[src/rtl/xiphos_pkg.sv]
`default_nettype none
// ---------------------------------------------------------------------------
// | Module      : xiphos_pkg                                                |
// | Description : Shared arbiter state encoding and source identifiers.     |
// | Revision    : 1.0                                                       |
// ---------------------------------------------------------------------------
package xiphos_pkg;

  typedef enum logic [1:0] {
    IDLE  = 2'd0,
    OWN_X = 2'd1,
    OWN_Y = 2'd2
  } arb_state_t;

  localparam logic SRC_X = 1'b0;
  localparam logic SRC_Y = 1'b1;

endpackage
`default_nettype wire

[src/rtl/mux16_arbiter_mux16.sv]
`default_nettype none
// ---------------------------------------------------------------------------
// | Module      : MUX16                                                     |
// | Description : 2:1 word multiplexer, s = 0 selects X, s = 1 selects Y.   |
// | Revision    : 1.0                                                       |
// ---------------------------------------------------------------------------
module MUX16 #(
  parameter int WIDTH = 16
) (
  input  logic [WIDTH-1:0] X,
  input  logic [WIDTH-1:0] Y,
  input  logic             s,
  output logic [WIDTH-1:0] Z
);

  assign Z = s ? Y : X;

endmodule
`default_nettype wire

[src/rtl/mux16_arbiter.sv]
`default_nettype none
// ---------------------------------------------------------------------------
// | Module      : mux16_arbiter                                             |
// | Description : Round-robin arbiter with bounded lock, sharing one MUX16  |
// |               between sources X and Y into a one-entry output stage.    |
// | Revision    : 1.0                                                       |
// ---------------------------------------------------------------------------
module mux16_arbiter
  import xiphos_pkg::*;
#(
  parameter int WIDTH     = 16,
  parameter int MAX_BURST = 4
) (
  input  logic             clk,
  input  logic             rst_n,
  input  logic             x_valid,
  input  logic             x_lock,
  input  logic [WIDTH-1:0] x_data,
  output logic             x_ready,
  input  logic             y_valid,
  input  logic             y_lock,
  input  logic [WIDTH-1:0] y_data,
  output logic             y_ready,
  output logic             out_valid,
  output logic [WIDTH-1:0] out_data,
  output logic             out_src,
  input  logic             out_ready,
  output logic             sel
);

  localparam int             CW          = $clog2(MAX_BURST + 1);
  localparam logic [CW-1:0]  c_max_burst = CW'(MAX_BURST);
  localparam logic [CW-1:0]  c_one       = CW'(1);

  arb_state_t       r_state;
  logic             r_ptr;
  logic [CW-1:0]    r_cnt;
  logic             r_out_valid;
  logic [WIDTH-1:0] r_out_data;
  logic             r_out_src;
  logic             r_sel;

  logic             w_slot_free;
  logic             w_has_win;
  logic             w_win;
  logic             w_sel;
  logic             w_win_owned;
  logic             w_win_lock;
  logic             w_owner_dropped;
  logic [CW-1:0]    w_cnt_next;
  logic [WIDTH-1:0] w_mux_data;

  // The owner keeps the path while it stays valid; otherwise plain round-robin.
  always_comb begin
    w_slot_free = !r_out_valid || out_ready;
    w_has_win   = 1'b0;
    w_win       = r_ptr;
    if (rst_n && w_slot_free) begin
      if (r_state == OWN_X && x_valid) begin
        w_has_win = 1'b1;
        w_win     = SRC_X;
      end else if (r_state == OWN_Y && y_valid) begin
        w_has_win = 1'b1;
        w_win     = SRC_Y;
      end else if (x_valid && y_valid) begin
        w_has_win = 1'b1;
        w_win     = r_ptr;
      end else if (x_valid) begin
        w_has_win = 1'b1;
        w_win     = SRC_X;
      end else if (y_valid) begin
        w_has_win = 1'b1;
        w_win     = SRC_Y;
      end
    end
  end

  assign x_ready = w_has_win && (w_win == SRC_X);
  assign y_ready = w_has_win && (w_win == SRC_Y);
  assign w_sel   = w_has_win ? w_win : r_sel;
  assign sel     = w_sel;

  assign w_win_owned     = (w_win == SRC_X) ? (r_state == OWN_X) : (r_state == OWN_Y);
  assign w_win_lock      = (w_win == SRC_X) ? x_lock : y_lock;
  assign w_cnt_next      = w_win_owned ? (r_cnt + c_one) : c_one;
  assign w_owner_dropped = (r_state == OWN_X && !x_valid) || (r_state == OWN_Y && !y_valid);

  MUX16 #(
    .WIDTH (WIDTH)
  ) u_mux16 (
    .X (x_data),
    .Y (y_data),
    .s (w_sel),
    .Z (w_mux_data)
  );

  always_ff @(posedge clk or negedge rst_n) begin
    if (!rst_n) begin
      r_state     <= IDLE;
      r_ptr       <= SRC_X;
      r_cnt       <= '0;
      r_out_valid <= 1'b0;
      r_out_data  <= '0;
      r_out_src   <= SRC_X;
      r_sel       <= SRC_X;
    end else begin
      r_sel <= w_sel;
      if (w_has_win) begin
        r_out_valid <= 1'b1;
        r_out_data  <= w_mux_data;
        r_out_src   <= w_win;
        if (w_win_lock && (w_cnt_next < c_max_burst)) begin
          r_state <= (w_win == SRC_X) ? OWN_X : OWN_Y;
          r_cnt   <= w_cnt_next;
        end else begin
          r_state <= IDLE;
          r_cnt   <= '0;
          r_ptr   <= ~w_win;
        end
      end else begin
        // An owner that goes quiet gives up its lock and its priority.
        if (w_slot_free && w_owner_dropped) begin
          r_state <= IDLE;
          r_cnt   <= '0;
          r_ptr   <= (r_state == OWN_X) ? SRC_Y : SRC_X;
        end
        if (r_out_valid && out_ready) begin
          r_out_valid <= 1'b0;
        end
      end
    end
  end

  assign out_valid = r_out_valid;
  assign out_data  = r_out_data;
  assign out_src   = r_out_src;

endmodule
`default_nettype wire
[config.mk]
export PLATFORM = sky130hd
export DESIGN_NAME = mux16_arbiter
export DESIGN_NICKNAME = d
export VERILOG_FILES = /design/src/rtl/xiphos_pkg.sv /design/src/rtl/mux16_arbiter_mux16.sv /design/src/rtl/mux16_arbiter.sv
export SDC_FILE = /design/constraint.sdc
export NUM_CORES = 1
export LEC_CHECK = 0
export ABC_CLOCK_PERIOD_IN_PS = 3600
export CAP_MARGIN = 20
export CORE_AREA = 2 2 59 61
export DETAILED_ROUTE_END_ITERATION = 8
export DIE_AREA = 0 0 61 63
export PLACE_DENSITY = 0.83
export SLEW_MARGIN = 5
export SYNTH_ARGS = -nofsm -noshare
export SYNTH_HDL_FRONTEND = slang
export SYNTH_HIERARCHICAL = 1
export SYNTH_SLANG_ARGS = --single-unit
[constraint.sdc]
create_clock -name clk -period 3.6 [get_ports clk]
set_clock_uncertainty 0.2 [all_clocks]
set_input_delay 0.72 -clock clk [delete_from_list [all_inputs] [get_ports clk]]
set_output_delay 0.72 -clock clk [all_outputs]
set_load 0.02 [all_outputs]
# Word level (Yosys, flattened, before mapping)
# Cells that the tools add are included.
[op_classes]
n_addsub = 1
bitwise = 1
n_lt_le_gt_ge = 1
eq_ne = 3
div_mod_pow = 0
mul = 0
reduce_logical = 19
shifts = 0
muxes = 30
[ops]
columns = ["cell", "n"]
rows = [
  ["two-way mux 1 bit", 21],
  ["two-way mux 16 bit", 1],
  ["two-way mux 3 bit", 4],
  ["logical AND 1 bit", 11],
  ["two-way mux 2 bit", 4],
  ["nonzero test 2 bit", 2],
  ["adder 3 x 1 -> 3 bit (second input constant)", 1],
  ["logical NOT 1 bit", 3],
  ["< comparator 3 bit (second input constant)", 1],
  ["== test 2 x 1 -> 1 bit (second input constant)", 1],
  ["== test 2 bit (second input constant)", 1],
  ["logical OR 1 bit", 2],
  ["inequality test 2 bit (second input constant)", 1],
  ["AND reduction 2 bit", 1],
  ["NOT 1 bit", 1],
]
[totals]
memories = 0
latch_bits = 0
register_bits = 25
ramBits = 0
output_inout_bits = 21
in_bits = 39
rom_bits = 0

# Logic depth before layout (Yosys ltp)
# Gate-level depths: netlist of run 1.
[logic_depth]
depth_word = 12
mapped_depth = 9

# Hierarchy
# The synthesis of run 1 kept the hierarchy.
[by_module_without_submodules]
columns = ["mod", "cells_each", "instances", "area_per_inst_um2"]
rows = [
  ["mux16_arbiter", 86, 1, 1159.9],
  ["MUX16", 18, 1, 249.0],
]

# Worst setup path after synthesis of run 1
# OpenSTA, ideal clock, no wires.
[synth_path]
kind = "input-to-reg"
from = "input port out_ready"
to = "register r_out_data[10] (netlist: out_data[10])"
path_stages = 9
setup_slack_ns = 0.737
arrival_time_ns = 2.535
setup_time_ns = 0.128
cell_sequence = "nand2b_4 and2_1 o21ai_2 buf_6 a21o_1 buf_6 buf_12 mux2_4 mux2_1"
[synth_between]
elab_chain_cells = 5
[synth_rtl]
columns = ["element", "line", "text"]
rows = [
  ["start: declaration", "mux16_arbiter.sv:27", "input logic out_ready,"],
  ["logical OR 1 bit *", "mux16_arbiter.sv:55", "w_slot_free = !r_out_valid || out_ready;"],
  ["logical AND 1 bit *", "mux16_arbiter.sv:58", "if (rst_n && w_slot_free) begin"],
  ["two-way mux 1 bit", "mux16_arbiter.sv:58", ""],
  ["two-way mux 1 bit *", "mux16_arbiter.sv:80", "assign w_sel = w_has_win ? w_win : r_sel;"],
  ["via sel", "mux16_arbiter.sv:28", "output logic sel"],
  ["two-way mux 16 bit *", "mux16_arbiter_mux16.sv:16", "assign Z = s ? Y : X;"],
  ["via w_mux_data[10]", "mux16_arbiter.sv:51", "logic [WIDTH-1:0] w_mux_data;"],
  ["end signal: assignment", "mux16_arbiter.sv:110", "r_out_data <= w_mux_data;"],
  ["end: declaration", "mux16_arbiter.sv:39", "logic [WIDTH-1:0] r_out_data;"],
]
# The timed path passes the listed nets; every way through them passes the cells marked *.
# A chain may end at the register's enable or synchronous reset.

# Final worst setup path of run 1
[layout_path]
from = "input port rst_n"
to = "output port x_ready"
[layout_between]
elab_chain_cells = 4
[layout_rtl]
columns = ["element", "line", "text"]
rows = [
  ["start: declaration", "mux16_arbiter.sv:15", "input logic rst_n,"],
  ["logical AND 1 bit *", "mux16_arbiter.sv:58", ""],
  ["two-way mux 1 bit", "mux16_arbiter.sv:58", ""],
  ["NOT 1 bit", "mux16_arbiter.sv:78", "assign x_ready = w_has_win && (w_win == SRC_X);"],
  ["logical AND 1 bit *", "mux16_arbiter.sv:78", ""],
  ["end: declaration", "mux16_arbiter.sv:19", "output logic x_ready,"],
]
# Every way passes the cells marked *; elsewhere a longest branch is shown, timed or not.

==> results.toml, run 1 <==
[clocking]
cts_tree = "done"
clock_sinks = 25
cts.repair.resized = 0
cts_setup_buffers = 0
insertion_delay_ns = 0.33
cts_max_path_buffers = 2
path_clk_slew_ns = 0.15
htree_levels = 1
cts-buffers-inserted = 3
cts_root_buf = "clkbuf_4"
ctsHoldBuffers = 0

[floorplanning]
rows = 21
core-area_sq_um = 3230
initial_core_util_pct = 43.6
ios = 60
die_y_um = 63
die_w_um = 61
die-area_sq_um = 3840

[sta]
finalHoldViolations = 0
max_freq_mhz = 299
post-route-period-util_pct = 93.0
whs_ns = 0.309
finalSetupTns_ns = 0
max_slew_margin_pct = 80.7
setup_viol = 0
grt_setup_unrepaired = "no"
period_needed_ns = 3.35
setup_ws_ns = 0.252
drv_slew = 0
worst-slew-pin-transition_ns = 0.289

[route]
wl_um = 3050
routedWlPerCell_um = 14.2
ant_nets = 0
vias_per_cell = 5.09
drtIter0Drc = 48
dr.pass1.iters = 4
num_vias = 1094
route.detailed.drc = 0

[finish]
drive_gt1_share_pct = 26.6
seqCellArea_sq_um = 626
syn_to_final_growth_pct = 47.5
final_core_util_pct = 64.3
num-nets-final = 210
multi_input_area_sq_um = 726
n_fill_cell = 256
stdcell_count = 215
final_area_sq_um = 2080
antenna_cells = 0

[critical_path]
worstSetupStartpoint = "rst_n"
crit_type = "in2out"
arrival_ns = 2.43
rrSetupSlack_ns = 1.27
end_kind = "output port"
path_cells = "clkdlybuf4s50_1 -> buf_4 -> nand3_2 -> a21oi_1 -> clkdlybuf4s50_1"
path_common_cell = "clkdlybuf4s50_1"
crit-reg2reg-launch = "r_ptr$_DFFE_PN0P_"
required_ns = 2.68
cp_max_fo = 8
setup.worst_path.start_class = "input port"
cpMaxStageDelayCell = "clkdlybuf4s50_1"
slowest_delay_ns = 0.62

[power]
p_comb_share_pct = 46.6
power_mw = 0.979
power.internal_mw = 0.645
p_leak_nw = 0.874
power.share.clock_pct = 13.2
switchingPower_mw = 0.334
switching_share_pct = 34.1
powerDensity_nw_per_um2 = 471
p_seq_share_pct = 40.2
vdd_drop_max_mv = 0.241

[yosys]
synth-seq-cells = 25
synth_cells = 104
synth.distinct_cells = 38
syn_nets = 144
yosysSeqAreaShare_pct = 44.4
ys_warn_count = 6
syn_area_sq_um = 1410
avgSynthCellArea_sq_um = 13.5

[global_routing]
grt_max_degree = 20
grt_usage_pct = 18.2
grt_pass1_wl_um = 5290
first_global_vias = 1211
grt_overflow_total = 0
antenna_found_initial = 0

[hold_path]
worst_hold_path_type = "reg2reg"
hp-start = "out_data[0]$_DFFE_PN0P_"

[job]
cap_violations = 0

[placed_design]
gp_congestion = 0.916
hpwl_um = 2410
dpl.cell_count = 211
port_buffers = 59
dp_slack_ns = 0.250
place_area_sq_um = 2050

[status]
status = "completed"
## final cells by class
cell class	instances	area share, %
tap	46	2.77
sequential	25	30.1
clock inverter	1	0.361
multi-input combinational	74	34.9
inverter	1	0.181
clock buffer	3	1.08
timing repair buffer	65	30.6
## cells in the mapped netlist
cell	count	area, sq um
dfrtp_1	25	626
mux2_1	12	135
mux2_2	10	113
mux2_4	10	150
a21o_1	3	22.5
a21oi_1	3	15.0
buf_6	3	33.8
nand2_1	3	11.3
o21ai_0	3	15.0
a21oi_2	2	17.5
a31o_1	2	17.5
o21ai_2	2	17.5
a211oi_2	1	12.5
a21o_2	1	8.76
a22o_1	1	8.76
a311o_1	1	10.0
a31o_2	1	8.76
a32o_1	1	10.0
a32o_2	1	11.3
and2_1	1	6.26
and2_2	1	7.51
buf_12	1	20.0
ha_1	1	12.5
inv_1	1	3.75
nand2_2	1	6.26
nand2b_1	1	6.26
nand2b_2	1	8.76
nand2b_4	1	13.8
nand3_1	1	5.00
nand3_2	1	10.0
nor2_1	1	3.75
nor3b_1	1	7.51
o221ai_1	1	8.76
o221ai_2	1	15.0
o2bb2ai_1	1	8.76
or2_1	1	6.26
or2_2	1	6.26
xnor2_1	1	8.76
## state kept, by name, indices dropped and copies added (netlist names)
signal and cells:
out_valid 1, r_ptr 1, out_src 1, out_data 16, r_cnt 3, r_state 2
r_sel 1
## path summary, 6_finish.rpt
path,end,cells past startpoint
setup / recovery,x_ready,5
hold / removal,out_data[0]$_DFFE_PN0P_,1
setup reg to reg,out_data[1]$_DFFE_PN0P_,7
hold reg to reg,out_data[0]$_DFFE_PN0P_,1
max in group asynchronous,r_cnt[0]$_DFFE_PN0P_,2
min in group asynchronous,out_data[11]$_DFFE_PN0P_,2
## metal layers
layer / GRT usage, % / wire length, um
met1: 22.8 / 1210
met2: 29.2 / 1560
met3: 4.76 / 227
met4: 7.61 / 53
met5: 0 / 0
## cell families after synthesis
family	synth area share [%]
buffers and inverters	4.08
adders and majority gates	0.888
DFF	44.4
and+or+nand+nor	7.02
AOI/OAI and AO/OA	14.7
muxes	28.2
xor gates and xnor gates	0.622
## power by group through the flow
stage	clock network, mW	registers [mW]	logic [mW]
2_1_floorplan	0	0.460	0.197
3_3_place_gp	0	0.395	0.449
3_5_place_dp	0	0.398	0.461
4_1_cts	0.137	0.395	0.462
5_1_grt	0.153	0.403	0.489
6_report	0.129	0.394	0.456
## placed cells by master, fill, tap and decap left out, types with 2 or more instances in the layout
master           netlist  final
mux2_1                12     12
a31o_1                 2      2
clkdlybuf4s50_1        0     59
dfrtp_1               25     25
clkbuf_4               0      3
buf_4                  0      6
nand2_1                3      3
mux2_2                10     10
o21ai_0                3      3
a21oi_1                3      3
mux2_4                10     10
a21o_1                 3      3
a21oi_2                2      2
o21ai_2                2      2
## critical path: cells and delay by family
family | cells | cell delay [ns]
compound gates | 1 | 0.15
buf+inv | 3 | 1.41
simple gates | 1 | 0.14
(Power assumes the default switching activity.)
==> inputs of run 2 (changes only) <==
--- a/config.mk
+++ b/config.mk
@@ -6,7 +6,6 @@
 export NUM_CORES = 1
 export LEC_CHECK = 0
 export ABC_CLOCK_PERIOD_IN_PS = 3600
-export CAP_MARGIN = 20
 export CORE_AREA = 2 2 59 61
 export DETAILED_ROUTE_END_ITERATION = 8
 export DIE_AREA = 0 0 61 63
@@ -16,3 +15,4 @@
 export SYNTH_HDL_FRONTEND = slang
 export SYNTH_HIERARCHICAL = 1
 export SYNTH_SLANG_ARGS = --single-unit
+export TNS_END_PERCENT = 20
==> results of run 2 <==
The final DEF is identical to that of run 1; final timing and power are the same.
